==> src/rtl/tlu_pkg.sv <==
// Shared record layout, flag indices and tracker states for the TLU trigger buffer.
package tlu_pkg;

  localparam int REC_W    = 64;
  localparam int TS_LSB   = 0;
  localparam int TN_LSB   = 32;
  localparam int TN_W     = 16;
  localparam int FLAG_LSB = 60;
  localparam int FLAG_W   = 4;

  localparam int FLAG_OVF   = 0;
  localparam int FLAG_SEQ   = 1;
  localparam int FLAG_FIRST = 2;

  typedef enum logic {
    INIT  = 1'b0,
    TRACK = 1'b1
  } trk_state_t;

  function automatic logic [REC_W-1:0] pack_record(input logic [FLAG_W-1:0] flags,
                                                    input logic [TN_W-1:0]   tn,
                                                    input logic [31:0]       ts);
    logic [REC_W-1:0] rec;
    rec = '0;
    rec[FLAG_LSB +: FLAG_W] = flags;
    rec[TN_LSB +: TN_W]     = tn;
    rec[TS_LSB +: 32]       = ts;
    return rec;
  endfunction

  function automatic logic [15:0] sat_inc(input logic [15:0] v);
    return (v == 16'hFFFF) ? v : v + 16'd1;
  endfunction

endpackage

==> src/rtl/tlu_tb_fifo.sv <==
// Synchronous FIFO with a first-word-fall-through output register; fill counts
// the array entries plus the output register.
module tlu_tb_fifo #(
  parameter int DEPTH = 16,
  parameter int WIDTH = 64
) (
  input  logic                     clk,
  input  logic                     rst,
  input  logic                     push,
  input  logic [WIDTH-1:0]         din,
  output logic                     full,
  output logic                     valid,
  input  logic                     ready,
  output logic [WIDTH-1:0]         dout,
  output logic [$clog2(DEPTH):0]   fill
);

  localparam int AW = $clog2(DEPTH);

  logic [WIDTH-1:0] mem [DEPTH];
  logic [AW-1:0]    wr_ptr_reg, rd_ptr_reg;
  logic [AW:0]      mem_cnt_reg, fill_reg;
  logic             out_valid_reg;
  logic [WIDTH-1:0] dout_reg;
  logic             wr, pop, load;

  assign full  = (fill_reg == (AW+1)'(DEPTH));
  assign wr    = push & ~full;
  assign pop   = out_valid_reg & ready;
  // Refill the output register whenever it is empty or being drained this cycle.
  assign load  = (mem_cnt_reg != '0) & (~out_valid_reg | pop);
  assign valid = out_valid_reg;
  assign dout  = dout_reg;
  assign fill  = fill_reg;

  always_ff @(posedge clk) begin
    if (wr) mem[wr_ptr_reg] <= din;
  end

  always_ff @(posedge clk or posedge rst) begin
    if (rst) begin
      wr_ptr_reg    <= '0;
      rd_ptr_reg    <= '0;
      mem_cnt_reg   <= '0;
      fill_reg      <= '0;
      out_valid_reg <= 1'b0;
      dout_reg      <= '0;
    end else begin
      if (wr) wr_ptr_reg <= wr_ptr_reg + AW'(1);
      if (load) begin
        rd_ptr_reg <= rd_ptr_reg + AW'(1);
        dout_reg   <= mem[rd_ptr_reg];
      end
      mem_cnt_reg <= mem_cnt_reg + (AW+1)'(wr) - (AW+1)'(load);
      fill_reg    <= fill_reg + (AW+1)'(wr) - (AW+1)'(pop);
      if (load)     out_valid_reg <= 1'b1;
      else if (pop) out_valid_reg <= 1'b0;
    end
  end

endmodule

==> src/rtl/tlu_trigger_buffer.sv <==
// Timestamps TLU trigger numbers, buffers them for the Aurora stream and counts drops.
// Define TLU_SEQ_CHECK_EN to build the trigger-number sequence tracker.
module tlu_trigger_buffer
  import tlu_pkg::*;
#(
  parameter int DEPTH = 16,
  parameter int TS_W  = 32
) (
  input  logic                   clk,
  input  logic                   rst,
  input  logic                   ts_2a,
  input  logic [31:0]            tn2a,
  input  logic                   clr_cnt,
  output logic                   m_valid,
  input  logic                   m_ready,
  output logic [63:0]            m_data,
  output logic [$clog2(DEPTH):0] fill,
  output logic [15:0]            drop_cnt,
  output logic [15:0]            seq_err_cnt
);

  logic [TS_W-1:0] ts_reg;
  logic            ts_2a_d_reg;
  logic            ovf_pend_reg, first_pend_reg;
  logic [15:0]     drop_cnt_reg;
  logic            cap, full, store, drop, seq_err;
  logic [15:0]     tn;
  logic [3:0]      flags;
  logic [63:0]     rec;
  logic            unused_tn_hi;

  assign cap          = ts_2a & ~ts_2a_d_reg;
  assign tn           = tn2a[15:0];
  assign unused_tn_hi = &{1'b0, tn2a[31:16]};
  // Full comes from the registered fill, so a same-cycle pop never frees room.
  assign store        = cap & ~full;
  assign drop         = cap & full;

  always_comb begin
    flags             = '0;
    flags[FLAG_OVF]   = ovf_pend_reg;
    flags[FLAG_SEQ]   = seq_err;
    flags[FLAG_FIRST] = first_pend_reg;
  end

  assign rec = pack_record(flags, tn, ts_reg[31:0]);

  always_ff @(posedge clk or posedge rst) begin
    if (rst) begin
      ts_reg         <= '0;
      ts_2a_d_reg    <= 1'b0;
      ovf_pend_reg   <= 1'b0;
      first_pend_reg <= 1'b1;
      drop_cnt_reg   <= '0;
    end else begin
      ts_reg      <= ts_reg + TS_W'(1);
      ts_2a_d_reg <= ts_2a;
      if (store)     ovf_pend_reg <= 1'b0;
      else if (drop) ovf_pend_reg <= 1'b1;
      if (cap) first_pend_reg <= 1'b0;
      if (clr_cnt)   drop_cnt_reg <= '0;
      else if (drop) drop_cnt_reg <= sat_inc(drop_cnt_reg);
    end
  end

  assign drop_cnt = drop_cnt_reg;

`ifdef TLU_SEQ_CHECK_EN
  trk_state_t  state_reg, state_next;
  logic [15:0] expected_reg, expected_next;
  logic [15:0] seq_cnt_reg;

  always_ff @(posedge clk or posedge rst) begin
    if (rst) begin
      state_reg    <= INIT;
      expected_reg <= '0;
    end else begin
      state_reg    <= state_next;
      expected_reg <= expected_next;
    end
  end

  always_comb begin
    state_next = state_reg;
    case (state_reg)
      INIT:    if (cap) state_next = TRACK;
      TRACK:   state_next = TRACK;
      default: state_next = INIT;
    endcase
  end

  // Dropped captures still advance the expected number.
  always_comb begin
    seq_err       = 1'b0;
    expected_next = expected_reg;
    if (cap) begin
      expected_next = tn + 16'd1;
      seq_err       = (state_reg == TRACK) && (tn != expected_reg);
    end
  end

  always_ff @(posedge clk or posedge rst) begin
    if (rst)          seq_cnt_reg <= '0;
    else if (clr_cnt) seq_cnt_reg <= '0;
    else if (seq_err) seq_cnt_reg <= sat_inc(seq_cnt_reg);
  end

  assign seq_err_cnt = seq_cnt_reg;
`else
  assign seq_err     = 1'b0;
  assign seq_err_cnt = 16'h0000;
`endif

  tlu_tb_fifo #(
    .DEPTH (DEPTH),
    .WIDTH (REC_W)
  ) u_fifo (
    .clk   (clk),
    .rst   (rst),
    .push  (store),
    .din   (rec),
    .full  (full),
    .valid (m_valid),
    .ready (m_ready),
    .dout  (m_data),
    .fill  (fill)
  );

endmodule

==> config.mk <==
export PLATFORM = sky130hd
export DESIGN_NAME = tlu_trigger_buffer
export DESIGN_NICKNAME = d
export VERILOG_FILES = /design/src/rtl/tlu_pkg.sv /design/src/rtl/tlu_tb_fifo.sv /design/src/rtl/tlu_trigger_buffer.sv
export SDC_FILE = /design/constraint.sdc
export NUM_CORES = 1
export LEC_CHECK = 0
export CELL_PAD_IN_SITES_DETAIL_PLACEMENT = 2
export CELL_PAD_IN_SITES_GLOBAL_PLACEMENT = 2
export CORE_ASPECT_RATIO = 0.7
export CORE_MARGIN = 2
export CORE_UTILIZATION = 40
export CTS_CLUSTER_SIZE = 25
export DETAILED_ROUTE_END_ITERATION = 10
export GPL_TIMING_DRIVEN = 0
export HOLD_SLACK_MARGIN = 0.02
export PLACE_DENSITY_LB_ADDON = 0.25
export SLEW_MARGIN = 20
export SYNTH_ARGS = -nofsm -noshare
export SYNTH_HDL_FRONTEND = slang
export SYNTH_HIERARCHICAL = 1
export SYNTH_SLANG_ARGS = --single-unit
==> constraint.sdc <==
create_clock -name clk -period 7.25 [get_ports clk]
set_input_delay 1.45 -clock clk [delete_from_list [all_inputs] [get_ports clk]]
set_output_delay 1.45 -clock clk [all_outputs]
set_load 0.05 [all_outputs]
# Word-level counts from Yosys, hierarchy flattened
# Memory sizes are Yosys's and may differ from the RTL's. A register that Yosys moved wholly into a read port is not among the register bits.
# Index checks and enable logic that the tools add are counted.
[op_classes]
n_addsub = 8
n_mul = 0
n_div = 0
magnitude_cmp = 0
n_eq_ne = 3
n_shift = 0
n_mux = 9
bitwise_logic = 10
reduce_logical = 5
[op_table]
columns = ["operator", "count"]
rows = [
  ["$mux W16", 3],
  ["$add A32 B1 Y32 const B", 1],
  ["$add A16 B1 Y16 const B", 1],
  ["$eq A16 B16 Y1 const B", 1],
  ["$add A5 B1 Y5", 2],
  ["$sub A5 B1 Y5", 2],
  ["$add A4 B1 Y4 const B", 2],
  ["$and A1 B1 Y1", 6],
  ["$mux W1", 6],
  ["$reduce_bool A2 Y1", 3],
  ["$eq A5 B5 Y1 const B", 1],
  ["$reduce_bool A5 Y1", 1],
  ["$not A1 Y1", 3],
  ["$ne A2 B2 Y1 const B", 1],
  ["$reduce_and A2 Y1", 1],
  ["$or A1 B1 Y1", 1],
]
[totals]
reg_bits = 134
latch_bits = 0
mem_bits_rw = 800
rom_bits = 0
in_bits = 37
output_inout_bits = 102
elab_cells = 47
memories = 1
[mem_list]
columns = ["memory", "depth", "word_bits", "rd", "rd_ports_with_merged_regs", "wr", "line_no", "rtl"]
rows = [
  ["u_fifo.mem", 16, 50, 1, 1, 1, "tlu_tb_fifo.sv:20", "logic [WIDTH-1:0] mem [DEPTH];"],
]

# Depth between registers and ports, before layout
# Gate-level depths: netlist of the first run.
[depth]
word_depth = 6
ltp_mapped = 16
depth_no_buf = 15

# By module
# Netlist of the first run, hierarchy kept.
[by_module_without_submodules]
columns = ["mod", "instances", "cells_per_inst", "area_per_inst_um2", "seq_area_each_um2"]
rows = [
  ["tlu_tb_fifo", 1, 1823, 41770.1, 32826.5],
  ["tlu_trigger_buffer", 1, 254, 2593.7, 1277.5],
]

# Worst setup path before layout of the first run
# No wires, ideal clock.
[synth_path]
path_kind = "in2reg"
from = "input port ts_2a"
to = "memory u_fifo/mem[0][0] (netlist name), enable pin"
setup_ns = 0.644
arrival_time_ns = 8.153
t_required_ns = 6.606
slack_ns = -1.547
cell_stages = 6
path_buffers = 1
cell_sequence = "nand2b_1 -> nor2_1 -> nor2b_1 -> clkbuf_1 -> inv_2 -> nor4_1"
[synth_via]
elab_chain_cells = 5
[synth_lines]
columns = ["element", "line_no", "rtl"]
rows = [
  ["start: declaration", "tlu_trigger_buffer.sv:11", "input logic ts_2a,"],
  ["$and A1 B1 Y1", "tlu_trigger_buffer.sv:32", "assign cap = ts_2a & ~ts_2a_d_reg;"],
  ["$and A1 B1 Y1", "tlu_trigger_buffer.sv:36", "assign store = cap & ~full;"],
  ["net store", "tlu_trigger_buffer.sv:26", "logic cap, full, store, drop, seq_err;"],
  ["$and A1 B1 Y1", "tlu_tb_fifo.sv:28", "assign wr = push & ~full;"],
  ["$mux W1", "tlu_tb_fifo.sv:37", "if (wr) mem[wr_ptr_reg] <= din;"],
  ["$mux W1 (not written as such)", "tlu_tb_fifo.sv:37", ""],
  ["end: declaration", "tlu_tb_fifo.sv:20", ""],
]
# The timed path passes the listed nets, and every way through them passes these cells.

# Worst setup path after layout of the first run
[layout_path]
from = "input port m_ready"
to = "register u_fifo.mem_cnt_reg[4]"
[layout_via]
elab_chain_cells = 4
[layout_lines]
columns = ["element", "line_no", "rtl"]
rows = [
  ["start: declaration", "tlu_trigger_buffer.sv:15", "input logic m_ready,"],
  ["$and A1 B1 Y1", "tlu_tb_fifo.sv:29", "assign pop = out_valid_reg & ready;"],
  ["$or A1 B1 Y1", "tlu_tb_fifo.sv:31", "assign load = (mem_cnt_reg != '0) & (~out_valid_reg | pop);"],
  ["$and A1 B1 Y1", "tlu_tb_fifo.sv:31", ""],
  ["net u_fifo.load", "tlu_tb_fifo.sv:25", "logic wr, pop, load;"],
  ["$sub A5 B1 Y5", "tlu_tb_fifo.sv:54", "mem_cnt_reg <= mem_cnt_reg + (AW+1)'(wr) - (AW+1)'(load);"],
  ["end signal: assignment", "tlu_tb_fifo.sv:54", ""],
  ["end: declaration", "tlu_tb_fifo.sv:22", "logic [AW:0] mem_cnt_reg, fill_reg;"],
]
# The timed path passes the listed nets, and every way through them passes these cells.
# A chain may end at the register's enable or synchronous reset.

==> metrics, run 1 <==
type of element capturing the critical path=flop; hold buffers post-CTS=0; insertion delay of the later-clocked pin in the worst-skew pair=710 ps; cell type with the highest aggregate area in the netlist=sky130_fd_sc_hd__edfxtp_1; setup-violating endpoint count in the final report=0; Critical Path Fanout Max=10; worst ir drop on vdd=0.000210 V; chip width=402 um; clk root buf=sky130_fd_sc_hd__clkbuf_16; number of max-slew violations in the final report=0; prevailing post-synth register cell=sky130_fd_sc_hd__edfxtp_1; count of synthesis-stage warnings from yosys=6; number of top-level design ports=139; # Max-Cap Violations=0; count leader, synth=sky130_fd_sc_hd__edfxtp_1; layout cell share with drive strength beyond 1=26.0%; flops & latches, synth=1,158; Syn-to-layout area delta=19.5%; WP data arrival=5260 ps; HPWL after detailed placement=84.6 mm; antenna viol nets, final=0; Post-Place Cell Area=49,300 sq um; Startpoint Class=input pin; Diodes inserted=0; RD Place Congestion=0.732; buffer count from post-CTS setup fixing=0; wire length of the first global-routing pass=185 mm; setup slack after placement=approximately 1900 ps; clock buffer depth=3; Async SR Flop Fraction=11.6%; via density per instance=5.57; level count of the clock H-tree=3; area share of the leading cell type in the synthesized netlist=69.3%; relative max-transition margin=24.4%; Worst Path Required=7880 ps; quantity of I/O buffers inserted on ports=roughly 110; detailed-route DRC error count=0; Final period util=a little under two thirds; result of the run=complete, no violations; Max Freq=0.216 GHz; leakage power of the design=17.7 nW; clock tree from TritonCTS=done; Worst Path Class, Setup=input pin to flop; number of antenna violations at the first check in global routing=2; maximum number of pins on one net before global-route repair=44; number of synthesized flops with an enable pin=1,024; total routed wirelength=128 mm; vertical die dimension=283 um; synthesized area per cell=21.4 sq um; placeable core region=110,000 sq um; top cell types by occurrence after synthesis=sky130_fd_sc_hd__edfxtp_1 (1,024), sky130_fd_sc_hd__mux4_2 (256), sky130_fd_sc_hd__dfrtp_1 (133); initial DRC count=~1,900; worst hold margin=559 ps; sequential cell area fraction in the yosys report=about three quarters; kind of path behind the tightest hold check=flop to flop; Final Critical Period=4630 ps; share of the core filled with cells=about half; number of placement rows=102; post-synthesis instance area=about 44,000 sq um; number of cells upsized or downsized after cts=0; synth unique cells=between 50 and 60; register clock-pin slew on the reported worst setup and hold paths=around 60 ps; total gr overflow=0; Final WS setup=2620 ps; area of all placed cells without fillers=between 50,000 and 60,000 sq um; setup skew after layout=31.6 ps; count of filler cells inserted in the layout=between 9,000 and 10,000; vias after detailed routing=23,301; average routed wire per standard cell=30.5 um; overall power after layout=around 20 mW; setup repair after global routing missed its margin=false; Hold Violations, Final=0; flip-flop count of the largest register after layout=1,024; via count of the first global-routing pass=~26,000; power per cell area=380 nW/um^2; TritonCTS sink count=1,158; floorplan die area=roughly 110,000 sq um; starting density of the core=40.2%; length of the first detailed-routing pass in iterations=5; cts bufs inserted=113; Net count, final=2,692; actual slew at the worst max-slew pin=1130 ps; number of standard cells after synthesis=slightly above 2,000; dominant cells by area after synthesis=sky130_fd_sc_hd__edfxtp_1 (69%), sky130_fd_sc_hd__mux4_2 (13%), sky130_fd_sc_hd__dfrtp_1 (7.5%), sky130_fd_sc_hd__o22ai_1 (1.8%), sky130_fd_sc_hd__mux2_2 (1.8%); Tot GR Track Use=a little under a quarter
-- worst paths after layout --
check                                       from                     to  slack [ps]  cells after the start
min in group asynchronous                    rst            drop_cnt[7]        1130                      2
max reg2reg                u_fifo/mem_cnt_reg[3]  u_fifo/mem_cnt_reg[4]        3170                     16
min reg2reg                      u_fifo/dout[61]        u_fifo/dout[61]         560                      2
max                                      m_ready  u_fifo/mem_cnt_reg[4]        2620                     15
min                              u_fifo/dout[61]        u_fifo/dout[61]         560                      2
max in group asynchronous                    rst        u_fifo/dout[27]        5220                      3
-- metrics by stage --
step	cells	TNS [ps]
final	4186	0
after global routing	4186	0
after CTS	4186	0
after detailed placement	3975	0
after global placement	3878	-3443430
after floorplan	2316	-395950
-- critical path, cell delays in order --
cell and delay (ps):
sky130_fd_sc_hd__clkdlybuf4s50_1 510, sky130_fd_sc_hd__nor2b_1 80, sky130_fd_sc_hd__nor2_2 470, sky130_fd_sc_hd__buf_8 230
sky130_fd_sc_hd__buf_2 350, sky130_fd_sc_hd__clkbuf_1 580, sky130_fd_sc_hd__ha_1 370, sky130_fd_sc_hd__inv_1 70
sky130_fd_sc_hd__ha_1 170, sky130_fd_sc_hd__inv_1 60, sky130_fd_sc_hd__fa_1 440, sky130_fd_sc_hd__inv_1 80
sky130_fd_sc_hd__a21oi_1 60, sky130_fd_sc_hd__o21bai_1 170, sky130_fd_sc_hd__xnor2_1 140
-- cells in the final DEF, fill, tap and decap left out, drive strengths merged, types with 3 or more instances in the layout --
master and count:
edfxtp 1024, mux4 256, conb 240, buf 190, clkbuf 180, dfrtp 133
o22ai 128, clkdlybuf4s50 106, mux2 71, a21oi 52, nor2 46, clkinv 39
inv 33, xnor2 32, nand2 23, nand3 19, ha 19, nand4 17
xor2 12, bufinv 12, and2 12, nor4 10, and3 8, nor2b 8
nand2b 6, nor3 6, and4 5, or3 4, a211oi 4, o31ai 3
or4 3
-- layer usage --
layer | vias to the layer above | global-route usage, % | wire (um)
met5 | - | 0 | 0
met4 | 0 | 5.74 | 3080
met3 | 183 | 3.97 | 6540
met2 | 688 | 36.8 | 61300
met1 | 12931 | 32.4 | 56600
li1 | 9499 | - | -
-- cell type report --
| type | count | area, sq um | share of cell area (%) |
|---|---|---|---|
| clock buffers | 155 | 3120 | 5.88 |
| plain buffers | 118 | 717 | 1.35 |
| well taps | 1456 | 1820 | 3.44 |
| repair buffers | 203 | 2130 | 4.03 |
| inverters | 30 | 120 | 0.227 |
| multi-input cells | 1010 | 10400 | 19.6 |
| clock inverters | 56 | 586 | 1.10 |
| flip-flops and latches | 1158 | 34100 | 64.3 |
-- cell families (layout without fill, tap and decap cells) --
| logic type | count (synthesis) | count (layout) | synth area share [%] |
|---|---|---|---|
| mux | 328 | 328 | 14.8 |
| compound gates | 198 | 198 | 2.69 |
| buf+inv | 148 | 562 | 1.87 |
| flops | 1158 | 1158 | 76.9 |
| xor+xnor | 44 | 44 | 0.869 |
| other cells | 1 | 240 | 0.00845 |
| simple gates | 179 | 179 | 2.24 |
| fa+ha+maj | 21 | 21 | 0.626 |
-- power breakdown --
part | internal [mW] | leakage, nW | switching, mW
registers | 7.78 | 10.8 | 0.313
clock network | 3.42 | 1.82 | 2.51
logic | 2.51 | 5.17 | 3.60
total | 13.7 | 17.7 | 6.43
Note: power is estimated with default switching activity, not from simulation.
==> run 2, diff against run 1 <==
Clock period 7.25 ns to 4.7 ns, I/O delays scaled along.
==> metrics, run 2 (synthesized netlist as in run 1, its figures left out) <==
area occupied by registers=34,100 sq um (unchanged); Startpoint Class=input pin; number of placement rows=102 (unchanged); kind of path behind the tightest hold check=flop to flop; Syn-to-layout area delta=19.5% (about the same); cts bufs inserted=112 (-0.88%); Final WS setup=189 ps (-2430 ps); maximum number of pins on one net before global-route repair=53 (+20%); register clock-pin slew on the reported worst setup and hold paths=70 ps (about the same); WL met1=56.9 mm (+0.57%); RD Place Congestion=0.746 (+1.9%); via count of the first global-routing pass=25,656 (-1.1%); leakage power of the design=17.6 nW (-0.94%); type of element capturing the critical path=flop; setup repair after global routing missed its margin=false; insertion delay of the later-clocked pin in the worst-skew pair=730 ps (+20 ps); setup skew after layout=33.8 ps (+2.18 ps); vertical die dimension=283 um (unchanged); power per cell area=587 nW/um^2 (+54%); Hold Violations, Final=0 (unchanged); number of top-level design ports=139 (unchanged); clock buffer depth=3 (unchanged); most used cells in the layout excluding fill and tap cells=sky130_fd_sc_hd__edfxtp_1 (1,024), sky130_fd_sc_hd__mux4_2 (256), sky130_fd_sc_hd__conb_1 (240), sky130_fd_sc_hd__dfrtp_1 (133), sky130_fd_sc_hd__o22ai_1 (128); wire length of the first global-routing pass=184 mm (-0.60%); total gr overflow=0 (unchanged); starting density of the core=40.2% (unchanged); share of the core filled with cells=48.1% (about the same); hold buffers post-CTS=0 (unchanged); floorplan die area=114,000 sq um (unchanged); relative max-transition margin=31.3% (+6.9 points); level count of the clock H-tree=3 (unchanged); Final period util=96.0%; count of filler cells inserted in the layout=9,838 (-0.21%); metal3 WL=6.16 mm (-5.7%); length of the first detailed-routing pass in iterations=5 (unchanged); Worst Path Class, Setup=input pin to flop; antenna viol nets, final=0 (unchanged); WP data arrival=5150 ps (-110 ps); worst ir drop on vdd=0.000326 V (+55%); overall power after layout=31.1 mW (+54%); vias after detailed routing=23,230 (-0.30%); TritonCTS sink count=1,158 (unchanged); detailed-route DRC error count=0 (unchanged); clk root buf=sky130_fd_sc_hd__clkbuf_16; footprint of the multi-input gates=10,500 sq um (+0.40%); Net count, final=2,660 (-1.2%); flip-flop count of the largest register after layout=1,024 (unchanged); Critical Path Fanout Max=10 (unchanged); area of all placed cells without fillers=53,000 sq um (about the same); buffer count from post-CTS setup fixing=0 (unchanged); quantity of I/O buffers inserted on ports=106 (unchanged); Worst Path Required=5340 ps (-2540 ps); # Max-Cap Violations=0 (unchanged); initial DRC count=2,179 (+13%); Final Critical Period=~4500 ps; number of max-slew violations in the final report=0 (unchanged); worst hold margin=582 ps (+23.5 ps); amount of wire on met2 after detailed routing=61.2 mm (-0.20%); layout cell share with drive strength beyond 1=25.3% (-0.64 points); via density per instance=5.59 (+0.39%); most common cell after layout, fill and taps aside=sky130_fd_sc_hd__edfxtp_1; number of cells upsized or downsized after cts=0 (unchanged); average routed wire per standard cell=30.4 um (-0.26%); Max Freq=0.222 GHz; top metal layer carrying routed signals=met4; total routed wirelength=126 mm (-0.95%); setup slack after placement=-493 ps (-2360 ps); chip width=402 um (unchanged); Post-Place Cell Area=49,300 sq um (about the same); number of antenna violations at the first check in global routing=1 (-1); placeable core region=110,000 sq um (unchanged); HPWL after detailed placement=81.9 mm (-3.2%); clock tree from TritonCTS=done; setup-violating endpoint count in the final report=0 (unchanged); Tot GR Track Use=22.5% (-0.25 points); actual slew at the worst max-slew pin=1030 ps (-103 ps); result of the run=complete, no violations
run 2: changes by cell type in the layout (fill, tap and decap cells not counted), moves of 4 or more:
cell / before / now
sky130_fd_sc_hd__buf_4: 50 / 46
sky130_fd_sc_hd__buf_2: 93 / 48
sky130_fd_sc_hd__nor4_2: 6 / 2
sky130_fd_sc_hd__buf_6: 14 / 31
sky130_fd_sc_hd__clkinvlp_4: 2 / 7
sky130_fd_sc_hd__clkinv_2: 20 / 16
sky130_fd_sc_hd__nor4_4: 0 / 4
run 2: final timing paths:
path / from / endpoint / slack, ps / depth (start not counted)
max: m_ready / u_fifo/mem_cnt_reg[4] / 190 / 15
min: u_fifo/dout[46] / u_fifo/dout[46] / 580 / 2
min in group asynchronous: rst / drop_cnt[6] / 660 / 2
min reg2reg: u_fifo/dout[46] / u_fifo/dout[46] / 580 / 2
max reg2reg: u_fifo/mem_cnt_reg[2] / u_fifo/mem_cnt_reg[4] / 230 / 16
max in group asynchronous: rst / u_fifo/dout[28] / 3230 / 3
run 2: layout make-up:
cell class	count	area share, %
Timing Repair Buffer	172	3.95
Sequential cell	1158	64.3
Antenna cell	1	0.00472
Clock buffer	152	5.84
Tap cell	1456	3.44
Buffer	118	1.35
Inverter	30	0.227
Multi-Input combinational cell	1010	19.7
Clock inverter	60	1.16
run 2: power breakdown:
part,internal (mW),leakage (nW),switching [mW]
Combinational,3.88,5.03,5.57
Sequential,12.0,10.8,0.490
Clock,5.17,1.80,4.00
Total,21.1,17.6,10.1
run 2: routing by layer:
metal	global-route usage (%)	up-vias
li1	-	9447
met1	32.4	13002
met2	36.7	633
met3	3.47	148
met4	4.62	0
met5	0	-
run 2: worst max-delay path, stage by stage:
cell and delay (ps):
sky130_fd_sc_hd__clkdlybuf4s50_1 560, sky130_fd_sc_hd__nor2b_1 100, sky130_fd_sc_hd__nor2_2 510, sky130_fd_sc_hd__buf_6 240
sky130_fd_sc_hd__buf_2 360, sky130_fd_sc_hd__clkbuf_1 700, sky130_fd_sc_hd__ha_1 380, sky130_fd_sc_hd__inv_1 70
sky130_fd_sc_hd__ha_1 180, sky130_fd_sc_hd__inv_1 70, sky130_fd_sc_hd__fa_1 440, sky130_fd_sc_hd__inv_1 110
sky130_fd_sc_hd__a21oi_1 90, sky130_fd_sc_hd__o21bai_1 230, sky130_fd_sc_hd__xnor2_1 150
run 2: stage by stage:
step | TNS [ps] | cells
2_1_floorplan | -308180 | 2316
5_1_grt | 0 | 4157
3_3_place_gp | -3756980 | 3878
4_1_cts | 0 | 4156
6_report | 0 | 4157
3_5_place_dp | -948 | 3944
==> run 3, diff against run 2 <==
Settings changed: CORE_UTILIZATION 40 to 25.
==> metrics, run 3 (synthesized netlist as in run 1, its figures left out) <==
length of the first detailed-routing pass in iterations=4 (-1); TritonCTS sink count=1,158 (unchanged); floorplan die area=181,000 sq um (+59%); most common cell after layout, fill and taps aside=sky130_fd_sc_hd__edfxtp_1; Final WS setup=300 ps (+111 ps); detailed-route DRC error count=0 (unchanged); setup repair after global routing missed its margin=false; most frequent cell on the critical path=sky130_fd_sc_hd__inv_1; via count of the first global-routing pass=24,671 (-3.8%); vias after detailed routing=22,389 (-3.6%); # Max-Cap Violations=0 (unchanged); maximum number of pins on one net before global-route repair=44 (-17%); Net count, final=2,670 (+0.38%); RD Place Congestion=0.699 (-6.2%); leakage power of the design=17.6 nW (+0.37%); worst ir drop on vdd=0.000292 V (-10%); flip-flop count of the largest register after layout=1,024 (unchanged); total gr overflow=0 (unchanged); crit path cell chain=clkdlybuf4s50_1, nor2b_1, nor2_4, buf_2, clkbuf_1, ha_1, inv_1, ha_1, inv_1, fa_1, inv_1, a21oi_1, o21bai_1, xnor2_1; register clock-pin slew on the reported worst setup and hold paths=70 ps (about the same); share of the core filled with cells=30.8% (-17 points); initial DRC count=1,773 (-19%); number of top-level design ports=139 (unchanged); wire length of the first global-routing pass=184 mm (about the same); clock buffer depth=3 (unchanged); result of the run=complete, no violations; cts bufs inserted=115 (+2.7%); worst hold margin=577 ps (-5.47 ps); instance count after placement with tap cells included=4,853 (+23%); actual slew at the worst max-slew pin=1080 ps (+55.6 ps); clk root buf=sky130_fd_sc_hd__clkbuf_16; setup slack after placement=-466 ps (+27.5 ps); layout cell share with drive strength beyond 1=25.5% (+0.13 points); buffer count from post-CTS setup fixing=0 (unchanged); Final Critical Period=4400 ps (-111 ps); antenna viol nets, final=0 (unchanged); Worst Path Required=5350 ps (about the same); overall power after layout=31.1 mW (about the same); cell type of the slowest stage on the worst timing path=sky130_fd_sc_hd__clkbuf_1; WP data arrival=5050 ps (-100 ps); area of all placed cells without fillers=54,300 sq um (+2.4%); HPWL after detailed placement=84.2 mm (+2.9%); number of max-slew violations in the final report=0 (unchanged); Syn-to-layout area delta=22.4%; critical path's largest stage delay=830 ps (+130 ps); power per cell area=573 nW/um^2 (-2.3%); setup skew after layout=24.4 ps (-9.39 ps); Max Freq=0.227 GHz (+2.5%); clock tree from TritonCTS=done; starting density of the core=25.1% (-15 points); setup TNS after final layout=0 ps (unchanged); relative max-transition margin=27.9% (-3.5 points); hold buffers post-CTS=0 (unchanged); most used cells in the layout excluding fill and tap cells=sky130_fd_sc_hd__edfxtp_1 (1,024), sky130_fd_sc_hd__mux4_2 (256), sky130_fd_sc_hd__conb_1 (240), sky130_fd_sc_hd__dfrtp_1 (133), sky130_fd_sc_hd__o22ai_1 (128); Worst Path Class, Setup=input pin to flop; total routed wirelength=127 mm (+0.85%); Tot GR Track Use=14.2% (-8.4 points); setup-violating endpoint count in the final report=0 (unchanged); Hold Violations, Final=0 (unchanged); Critical Path Fanout Max=10 (unchanged); number of cells upsized or downsized after cts=0 (unchanged); vertical die dimension=356 um (+26%); Post-Place Cell Area=50,600 sq um (+2.6%); insertion delay of the later-clocked pin in the worst-skew pair=750 ps (+20 ps); count of non-filler cells in the finished layout=5,075 (+22%); number of placement rows=129 (+26%); via density per instance=4.41 (-21%); Startpoint Class=input pin; average routed wire per standard cell=25.1 um (-17%); placeable core region=176,000 sq um (+60%); type of element capturing the critical path=flop; quantity of I/O buffers inserted on ports=106 (unchanged); chip width=507 um (+26%); level count of the clock H-tree=3 (unchanged); number of antenna violations at the first check in global routing=9 (+8); Final period util=93.6% (-2.4 points); kind of path behind the tightest hold check=flop to flop
[run 3: changes by cell type in the layout (fill, tap and decap cells not counted), sizes merged]
cell and change:
buf +7, bufinv -2, clkinvlp -3, diode +2
clkinv +4, clkbuf +8
[run 3: worst max-delay path, delay by kind of cell]
kind	cells	cell delay (ps)
buffers and inverters	6	2030
adder cells (fa/ha/maj)	3	990
AND/OR/NAND/NOR	2	680
AO/OA/AOI/OAI	2	240
XOR/XNOR	1	130
[run 3: worst paths after layout]
path                            slack (ps)             startpoint  depth (start not counted)                    end
worst min-delay path                   580         u_fifo/fill[0]                          1         u_fifo/fill[0]
max in group asynchronous             3200                    rst                          3        u_fifo/dout[52]
worst max register to register         340  u_fifo/mem_cnt_reg[2]                         15  u_fifo/mem_cnt_reg[4]
worst max-delay path                   300                m_ready                         14  u_fifo/mem_cnt_reg[4]
worst min register to register         580         u_fifo/fill[0]                          1         u_fifo/fill[0]
min in group asynchronous              640                    rst                          2           drop_cnt[15]
[run 3: final cells by class]
| cell class | count | area [sq um] |
|---|---|---|
| multi-input cells | 1010 | 10500 |
| clock buffers | 160 | 3170 |
| clock inverters | 59 | 534 |
| flip-flops and latches | 1158 | 34100 |
| inverters | 30 | 120 |
| repair buffers | 179 | 2220 |
| well taps | 2358 | 2950 |
| diodes | 3 | 7.51 |
| plain buffers | 118 | 718 |
| fillers | 17592 | 122000 |
[run 3: layer usage]
metal  track usage, %  vias up  share of wire, %
li1                 -     9491                 -
met1             19.4    12303                46
met2             23.5      430                49
met3             2.31      163               3.8
met4             3.27        2               2.0
met5                0        -             0.010
[run 3: where the power goes]
group / leakage, nW / switching (mW) / internal, mW
combinational: 5.08 / 5.59 / 3.89
sequential: 10.8 / 0.477 / 12.0
clock: 1.81 / 4.03 / 5.15
total: 17.6 / 10.1 / 21.0
